===== src/rtl/axis_video_tpg.sv =====
// AXI4-Stream video test-pattern generator: fixed-size frames (tuser[0]=SOF, tlast=EOL)
// separated by a fixed idle gap. Define AXIS_TPG_MOTION_EN to scroll the ramp and checker per frame.
module axis_video_tpg #(
    parameter int WIDTH       = 48,
    parameter int TUSER_WIDTH = 1,
    parameter int H_ACTIVE    = 1920,
    parameter int V_ACTIVE    = 1080,
    parameter int FRAME_GAP   = 16
) (
    input  logic                   aclk,
    input  logic                   aresetn,
    input  logic                   enable,
    input  logic [1:0]             pattern_sel,
    output logic                   m_axis_tvalid,
    input  logic                   m_axis_tready,
    output logic [WIDTH-1:0]       m_axis_tdata,
    output logic                   m_axis_tlast,
    output logic [TUSER_WIDTH-1:0] m_axis_tuser,
    output logic [31:0]            frame_cnt
);

    localparam int C       = WIDTH / 3;
    localparam int X_W     = $clog2(H_ACTIVE);
    localparam int Y_W     = (V_ACTIVE > 1) ? $clog2(V_ACTIVE) : 1;
    localparam int G_W     = (FRAME_GAP > 1) ? $clog2(FRAME_GAP) : 1;
    localparam int BAR_LEN = H_ACTIVE / 8;
    localparam int B_W     = (BAR_LEN > 1) ? $clog2(BAR_LEN) : 1;

    localparam logic [X_W-1:0] X_LAST   = X_W'(H_ACTIVE - 1);
    localparam logic [Y_W-1:0] Y_LAST   = Y_W'(V_ACTIVE - 1);
    localparam logic [G_W-1:0] GAP_LOAD = G_W'(FRAME_GAP - 1);
    localparam logic [B_W-1:0] BAR_LAST = B_W'(BAR_LEN - 1);

    localparam logic [1:0] S_IDLE   = 2'd0;
    localparam logic [1:0] S_ACTIVE = 2'd1;
    localparam logic [1:0] S_GAP    = 2'd2;

    logic [1:0]       state, state_n;
    logic [X_W-1:0]   x, x_n;
    logic [Y_W-1:0]   y, y_n;
    logic [B_W-1:0]   bar_px, bar_px_n;
    logic [2:0]       bar_idx, bar_idx_n;
    logic [G_W-1:0]   gap_cnt, gap_n;
    logic [1:0]       pat_r, pat_n;
    logic [31:0]      fc_r, fc_n;
    logic             load_pix, clear_pix;

    logic             tvalid_r;
    logic [WIDTH-1:0] tdata_r;
    logic             tlast_r;
    logic             tuser_r;

    // Pixel value for a coordinate; bar index comes from a sub-counter so no divider is needed.
    function automatic logic [WIDTH-1:0] pixel(
        input logic [1:0]     pat,
        input logic [X_W-1:0] px,
        input logic [Y_W-1:0] py,
        input logic [2:0]     bar,
        input logic [31:0]    fc
    );
        logic [C-1:0]     comp;
        logic             chk;
        logic [WIDTH-1:0] res;
        res  = '0;
        comp = '0;
`ifdef AXIS_TPG_MOTION_EN
        chk  = (((4'(px) + 4'(fc)) ^ 4'(py)) & 4'h8) != 4'h0;
`else
        chk  = ((4'(px) ^ 4'(py)) & 4'h8) != 4'h0;
`endif
        case (pat)
`ifdef AXIS_TPG_MOTION_EN
            2'd0:    comp = C'(px) + C'(fc);
`else
            2'd0:    comp = C'(px);
`endif
            2'd2:    comp = chk ? '1 : '0;
            2'd3:    comp = C'(fc);
            default: comp = '0;
        endcase
        for (int k = 0; k < 3; k++) begin
            if (pat == 2'd1)
                res[k*C +: C] = {C{bar[k]}};
            else
                res[k*C +: C] = comp;
        end
        return res;
    endfunction

    // Frame sequencing: coordinates always describe the pixel currently presented.
    always_comb begin
        state_n   = state;
        x_n       = x;
        y_n       = y;
        bar_px_n  = bar_px;
        bar_idx_n = bar_idx;
        gap_n     = gap_cnt;
        pat_n     = pat_r;
        fc_n      = fc_r;
        load_pix  = 1'b0;
        clear_pix = 1'b0;
        case (state)
            S_IDLE: begin
                if (enable) begin
                    state_n   = S_ACTIVE;
                    x_n       = '0;
                    y_n       = '0;
                    bar_px_n  = '0;
                    bar_idx_n = '0;
                    pat_n     = pattern_sel;
                    load_pix  = 1'b1;
                end
            end
            S_ACTIVE: begin
                if (m_axis_tready) begin
                    if (x == X_LAST) begin
                        x_n       = '0;
                        bar_px_n  = '0;
                        bar_idx_n = '0;
                        if (y == Y_LAST) begin
                            state_n   = S_GAP;
                            gap_n     = GAP_LOAD;
                            fc_n      = fc_r + 32'd1;
                            clear_pix = 1'b1;
                        end else begin
                            y_n      = y + 1'b1;
                            load_pix = 1'b1;
                        end
                    end else begin
                        x_n      = x + 1'b1;
                        load_pix = 1'b1;
                        if (bar_px == BAR_LAST) begin
                            bar_px_n  = '0;
                            bar_idx_n = bar_idx + 1'b1;
                        end else begin
                            bar_px_n = bar_px + 1'b1;
                        end
                    end
                end
            end
            S_GAP: begin
                if (gap_cnt == '0) begin
                    if (enable) begin
                        state_n   = S_ACTIVE;
                        x_n       = '0;
                        y_n       = '0;
                        bar_px_n  = '0;
                        bar_idx_n = '0;
                        pat_n     = pattern_sel;
                        load_pix  = 1'b1;
                    end else begin
                        state_n = S_IDLE;
                    end
                end else begin
                    gap_n = gap_cnt - 1'b1;
                end
            end
            default: state_n = S_IDLE;
        endcase
    end

    // Output registers only move on a new pixel or at frame end, so they hold through stalls.
    always_ff @(posedge aclk or negedge aresetn) begin
        if (!aresetn) begin
            state    <= S_IDLE;
            x        <= '0;
            y        <= '0;
            bar_px   <= '0;
            bar_idx  <= '0;
            gap_cnt  <= '0;
            pat_r    <= '0;
            fc_r     <= '0;
            tvalid_r <= 1'b0;
            tdata_r  <= '0;
            tlast_r  <= 1'b0;
            tuser_r  <= 1'b0;
        end else begin
            state   <= state_n;
            x       <= x_n;
            y       <= y_n;
            bar_px  <= bar_px_n;
            bar_idx <= bar_idx_n;
            gap_cnt <= gap_n;
            pat_r   <= pat_n;
            fc_r    <= fc_n;
            if (load_pix) begin
                tvalid_r <= 1'b1;
                tdata_r  <= pixel(pat_n, x_n, y_n, bar_idx_n, fc_n);
                tlast_r  <= (x_n == X_LAST);
                tuser_r  <= (x_n == '0) && (y_n == '0);
            end else if (clear_pix) begin
                tvalid_r <= 1'b0;
                tdata_r  <= '0;
                tlast_r  <= 1'b0;
                tuser_r  <= 1'b0;
            end
        end
    end

    assign m_axis_tvalid = tvalid_r;
    assign m_axis_tdata  = tdata_r;
    assign m_axis_tlast  = tlast_r;
    assign m_axis_tuser  = TUSER_WIDTH'(tuser_r);
    assign frame_cnt     = fc_r;

endmodule

===== config.mk =====
export PLATFORM = sky130hd
export DESIGN_NAME = axis_video_tpg
export DESIGN_NICKNAME = d
export VERILOG_FILES = /design/src/rtl/axis_video_tpg.sv
export SDC_FILE = /design/constraint.sdc
export NUM_CORES = 1
export LEC_CHECK = 0
export CAP_MARGIN = 10
export CORE_MARGIN = 2
export CORE_UTILIZATION = 40
export DETAILED_ROUTE_END_ITERATION = 8
export GPL_ROUTABILITY_DRIVEN = 0
export PLACE_DENSITY = 0.63
export SLEW_MARGIN = 20
export SYNTH_ARGS = -nofsm -noshare
export SYNTH_HDL_FRONTEND = slang
export SYNTH_SLANG_ARGS = --single-unit

===== constraint.sdc =====
create_clock -name aclk -period 3.7 [get_ports aclk]
set_input_delay 0.555 -clock aclk [delete_from_list [all_inputs] [get_ports aclk]]
set_output_delay 0.555 -clock aclk [all_outputs]
set_load 0.02 [all_outputs]

# ---- Word-level counts from Yosys, hierarchy flattened
# Cells that the tools add are included.
dict set report classes {
  n_addsub 6
  n_eq_ne 15
  mux 63
  n_bitwise 1
  reduce_logical 13
}
# cell count
set ops {}
lappend ops {{16-bit 2-to-1 mux} 8}
lappend ops {{11-bit 2-to-1 mux} 9}
lappend ops {{48-bit 2-to-1 mux} 2}
lappend ops {{11-bit case mux with 3 select lines} 2}
lappend ops {{16-bit case mux with 3 select lines} 1}
lappend ops {{8-bit 2-to-1 mux} 5}
lappend ops {{11-bit equality test, second input constant} 3}
lappend ops {{32-bit by 1-bit adder with 32-bit output, second input constant} 1}
lappend ops {{8-bit case mux with 3 select lines} 1}
lappend ops {{11-bit by 1-bit adder with 11-bit output, second input constant} 2}
lappend ops {{11-bit zero test} 2}
lappend ops {{4-bit 2-to-1 mux} 4}
lappend ops {{3-bit 2-to-1 mux} 5}
lappend ops {{1-bit 2-to-1 mux} 14}
lappend ops {{2-bit 2-to-1 mux} 7}
lappend ops {{2-bit inequality test, second input constant} 6}
lappend ops {{5-bit AND reduction} 2}
lappend ops {{3-bit case mux with 3 select lines} 1}
lappend ops {{8-bit by 1-bit adder with 8-bit output, second input constant} 1}
lappend ops {{8-bit equality test, second input constant} 1}
lappend ops {{4-bit case mux with 2 select lines} 1}
lappend ops {{2-bit equality test, second input constant} 3}
lappend ops {{2-bit case mux with 3 select lines} 1}
lappend ops {{2-bit by 1-bit equality test with 1-bit output, second input constant} 2}
lappend ops {{12 further kinds} 14}
dict set report word_totals {
  register_bits 124
  inputBits 6
}

# ---- Logic depth before layout (Yosys ltp)
dict set report depth {
  word_depth 10
  depth_mapped 11
}

# ---- Least setup slack after synthesis
# Ideal clock, no wire load.
dict set report synth_timing {
  path_type {reg-to-reg}
  startpoint {register gap_cnt[0]}
  endpoint {register tdata_r[25] (netlist: m_axis_tdata[25])}
  setup_ps 87
  arrival_ps 3136
  t_required_ps 3613
  slack_ps 477
  stages_incl_launch_ff 12
  n_path_buf 2
  cell_sequence {dfrtp_1 > inv_1 > ha_1 > or3b_2 > a211oi_2 > mux2i_1 > inv_1 > buf_2 > nor2_1 > clkbuf_1 > nand3_1 > o211ai_1}
}
dict set report synth_via {
  word_cells_on_any_way 21
  classes_between {eq/ne: 3; mux: 14; bitwise: 1; reduce/logical: 3}
}
# element line_no
set synth_rtl {}
lappend synth_rtl {{start: declaration} 43} ;# logic [G_W-1:0] gap_cnt, gap_n;
lappend synth_rtl {{start signal: assignment} 183} ;# gap_cnt <= gap_n;
lappend synth_rtl {{4-bit zero test *} 142} ;# if (gap_cnt == '0) begin
lappend synth_rtl {{2-bit 2-to-1 mux *} 142}
lappend synth_rtl {{2-bit case mux with 2 select lines *} 102} ;# case (state)
lappend synth_rtl {{named net pat_n[0]} 44} ;# logic [1:0] pat_r, pat_n;
lappend synth_rtl {{2-bit equality test or 2-bit zero test (tied branches)} 71} ;# case (pat)
lappend synth_rtl {{16-bit case mux with 3 select lines} 71}
lappend synth_rtl {{16-bit 2-to-1 mux *} 82} ;# if (pat == 2'd1)
lappend synth_rtl {{48-bit 2-to-1 mux *} 186} ;# if (load_pix) begin
lappend synth_rtl {{end signal: assignment} 188} ;# tdata_r <= pixel(pat_n, x_n, y_n, bar_idx_n, fc_n);
lappend synth_rtl {{end: declaration} 49} ;# logic [WIDTH-1:0] tdata_r;
# The timed path passes the listed nets; every way through them passes the cells marked *.
# A chain may end at the register's enable or synchronous reset.

# ---- Final worst setup path
dict set report layout_timing {
  startpoint {register gap_cnt[0]}
  endpoint {register tdata_r[42] (netlist: m_axis_tdata[42])}
}
dict set report layout_via {
  elab_chain_cells 8
  word_cells_on_any_way 21
  classes_between {eq/ne: 3; mux: 14; bitwise: 1; reduce/logical: 3}
}
# element line_no
set layout_lines {}
lappend layout_lines {{4-bit zero test *} 142}
lappend layout_lines {{11-bit 2-to-1 mux} 142}
lappend layout_lines {{11-bit case mux with 3 select lines} 102}
lappend layout_lines {{4-bit XOR} 69} ;# chk = ((4'(px) ^ 4'(py)) & 4'h8) != 4'h0;
lappend layout_lines {{16-bit 2-to-1 mux} 77} ;# 2'd2: comp = chk ? '1 : '0;
lappend layout_lines {{16-bit case mux with 3 select lines} 71}
lappend layout_lines {{16-bit 2-to-1 mux} 82}
lappend layout_lines {{48-bit 2-to-1 mux} 186}
# Mark *: on every way between the ends. The rest lies on a longest branch, timed or not.

==> metrics.yaml <==
clock_network:
  clkLatencyLatePin_ns: 0.42
  cts_tree: "yes"
  clk_pin_slew_ns: 0.06
  cts-buffers-inserted: 17
  hold_buffers: 0
  clockBufferDepth: 2
  root_buffer: "clkbuf_16"
  clock_sinks: 124
  htreeDepth: 4
  post_cts_buffers: 0
floorplan:
  die_w_um: 129
  start_util_pct: 40.9
  die_area_um2: 16600
  die_y_um: 129
  num_rows: 45
  ios: 89
  fp.coreArea_um2: 15300
power:
  p_leak_nw: 3.51
  power_density_nw_per_um2: 643
  ir_drop_mv: 0.416
worst_hold_path:
  hold_path.class: "input port to asynchronous set/reset pin"
sta:
  clock_skew_ns: 0.0155
  setup_viol: 0
  worstMarginPinSlew_ns: 0.861
  hold_violations: 0
  max-slew-margin-rel_pct: 42.1
  period_share_pct: 91.7
  drv_slew: 0
  post-route-min-period_ns: 3.39
  timing.fmax_mhz: 295
  rsz0062_at_grt: "no"
  setup_tns_ns: 0
setup_path:
  path_max_fanout: 9
  critPathKind: "register to register"
  reg2reg_depth: 12
  start_kind: "register"
  crit_end: "m_axis_tdata[42]$_DFFE_PN0P_"
  critPathArrivalTime_ns: 3.73
  r2r_end: "m_axis_tdata[42]$_DFFE_PN0P_"
  endpoint_kind: "register"
  r2r_slack_ns: 0.31
  setup.worst_path.start: "gap_cnt[0]$_DFFE_PN0P_"
  cp.required_ns: 4.04
  timing.rr.start: "gap_cnt[0]$_DFFE_PN0P_"
yosys:
  yosysTopAreaCell: "dfrtp_1"
  synthAdderAreaFrac_pct: 1.40
  async_flop_share_pct: 100
  synth-edff-count: 0
  netlist.area_leader.share_pct: 49.7
  yosys-top-cells-area: "dfrtp_1, nand2_1, o21ai_0"
  syn_nets: 673
  yosys_warnings: 0
  syn-cell-area_um2: 6250
  synth.yosys.seq_area_share_pct: 49.7
  yosysUniqueCellTypes: 70
  avgSynthCellArea_um2: 9.46
  synthCells: 660
  ys.flop_type: "dfrtp_1"
  yosys_register_bits: 124
  synthMuxAreaShare_pct: 1.02
  synth-xor-area-share_pct: 3.93
  synth_compound_area_share_pct: 17.5
  synth_top_family_by_area: "simple AND/OR/NAND/NOR gates"
  synth_simple_gate_area_share_pct: 23.3
grt:
  first_global_vias: 5706
  antenna_found_initial: 0
  grt_overflow: 0
  grt_pass1_wl_um: 29600
  grt_use_total_pct: 22.7
  grt_max_degree: 83
route:
  via_count: 5614
  wl_per_cell_um: 18.6
  vias_per_cell: 5.72
  drtIter0Drc: 438
  wl_um: 18200
  drtPass1Iterations: 5
  drt.antenna.violating_nets: 0
  drc: 0
place:
  numPortBuffers: 88
  hpwl_um: 12800
  place_inst: 949
layout:
  final_common_cell: "dfrtp_1"
  drive_above_1_share_pct: 10.3
  antenna_cells: 0
  layout_common_cells: "dfrtp_1, nand2_1, clkdlybuf4s50_1"
  nets: 770
  synthToLayoutAreaGrowth_pct: 30.0
  final_cells: 981
run:
  maxCapViolations: 0
run_status:
  status: "completed"
-- routing by layer --
layer	GRT usage [%]	routed length (um)	share of wire, %
met5	0	0	0
met4	7.54	351	1.9
met3	5.49	1120	6.1
met2	35.8	8640	47
met1	30.9	8100	44
-- cells by family after synthesis --
logic type	after synthesis
multiplexers	6
buffers and inverters	48
XOR/XNOR	28
flip-flops	124
AND/OR/NAND/NOR	276
AO/OA/AOI/OAI	171
adder cells (fa/ha/maj)	7
-- where the power goes --
group          internal, mW  switching [mW]  total (mW)
combinational         0.619           0.863        1.48
sequential             1.64           0.230        1.87
clock                  1.24           0.630        1.87
total                  3.49            1.72        5.22
-- critical path: stages, from the launching register on --
cell,delay (ns)
dfrtp_1,0.40
inv_1,0.09
ha_1,0.17
or3b_2,0.50
a211oi_2,0.47
mux2i_1,0.37
buf_4,0.23
inv_1,0.12
buf_4,0.19
nand4_1,0.08
nor3b_1,0.33
a31oi_1,0.13
o21ai_0,0.21
-- cell usage after synthesis, types with 4 or more instances --
master,n
a22o_1,5
o31ai_1,12
a21o_1,5
nor3b_1,4
o21ai_0,66
ha_1,7
and4_1,6
inv_1,14
nand2_1,107
a31oi_1,27
a21oi_1,13
dfrtp_1,124
and2_1,6
xnor2_1,18
nor2_1,31
nand3_1,29
nand3b_1,4
and3_1,15
buf_2,6
nand4_1,17
clkbuf_1,24
a211oi_1,4
xor2_1,10
or4_1,9
and4b_1,4
nor3_1,11
nor4_1,5
a32oi_1,4
o211ai_1,7
-- registers in the layout, summed over array words and instances (netlist names) --
register and flops:
bar_idx 3, bar_px 8, frame_cnt 32, gap_cnt 4, m_axis_tdata 48, m_axis_tlast 1
m_axis_tuser 1, m_axis_tvalid 1, pat_r 2, state 2, x 11, y 11
-- worst min path at each step --
stage / end / slack, ns / startpoint / cells after the start
floorplan: bar_idx[0]$_DFF_PN0_ / 0.26 / aresetn / 0
global placement: frame_cnt[31]$_DFFE_PN0P_ / 0.46 / frame_cnt[31]$_DFFE_PN0P_ / 1
detailed placement: m_axis_tdata[35]$_DFFE_PN0P_ / 0.47 / m_axis_tdata[35]$_DFFE_PN0P_ / 2
CTS: y[8]$_DFF_PN0_ / 0.15 / aresetn / 1
global route: y[0]$_DFF_PN0_ / 0.17 / aresetn / 1
finish: y[0]$_DFF_PN0_ / 0.14 / aresetn / 1
-- stage by stage --
| stage | power (mW) | hold slack, ns | util [%] | instance area, um^2 | setup WS (ns) |
|---|---|---|---|---|---|
| floorplan | 2.62 | 0.259 | - | 6250 | 0.477 |
| global placement | 3.34 | 0.459 | 48.8 | 7450 | 0.184 |
| detailed placement | 3.37 | 0.471 | 48.8 | 7450 | 0.181 |
| CTS | 5.25 | 0.149 | 53.2 | 8120 | 0.223 |
| global route | 5.45 | 0.174 | 53.2 | 8120 | 0.0549 |
| finish | 5.22 | 0.142 | 53.2 | 8120 | 0.305 |
-- what timing repair did --
action | CTS | global route
gates resized for setup | 0 | 1
endpoints found under the hold margin | 0 | 0
endpoints found under the setup margin | 0 | 9
-- layout make-up --
| class | instances | area (um^2) |
|---|---|---|
| inverter | 14 | 52.6 |
| sequential | 124 | 3100 |
| multi-input combinational | 488 | 2960 |
| clock buffer | 19 | 453 |
| fill | 1365 | 7140 |
| tap | 211 | 264 |
| clock inverter | 13 | 211 |
| timing repair buffer | 112 | 1070 |
No activity file was read; power rests on OpenSTA's default activity.
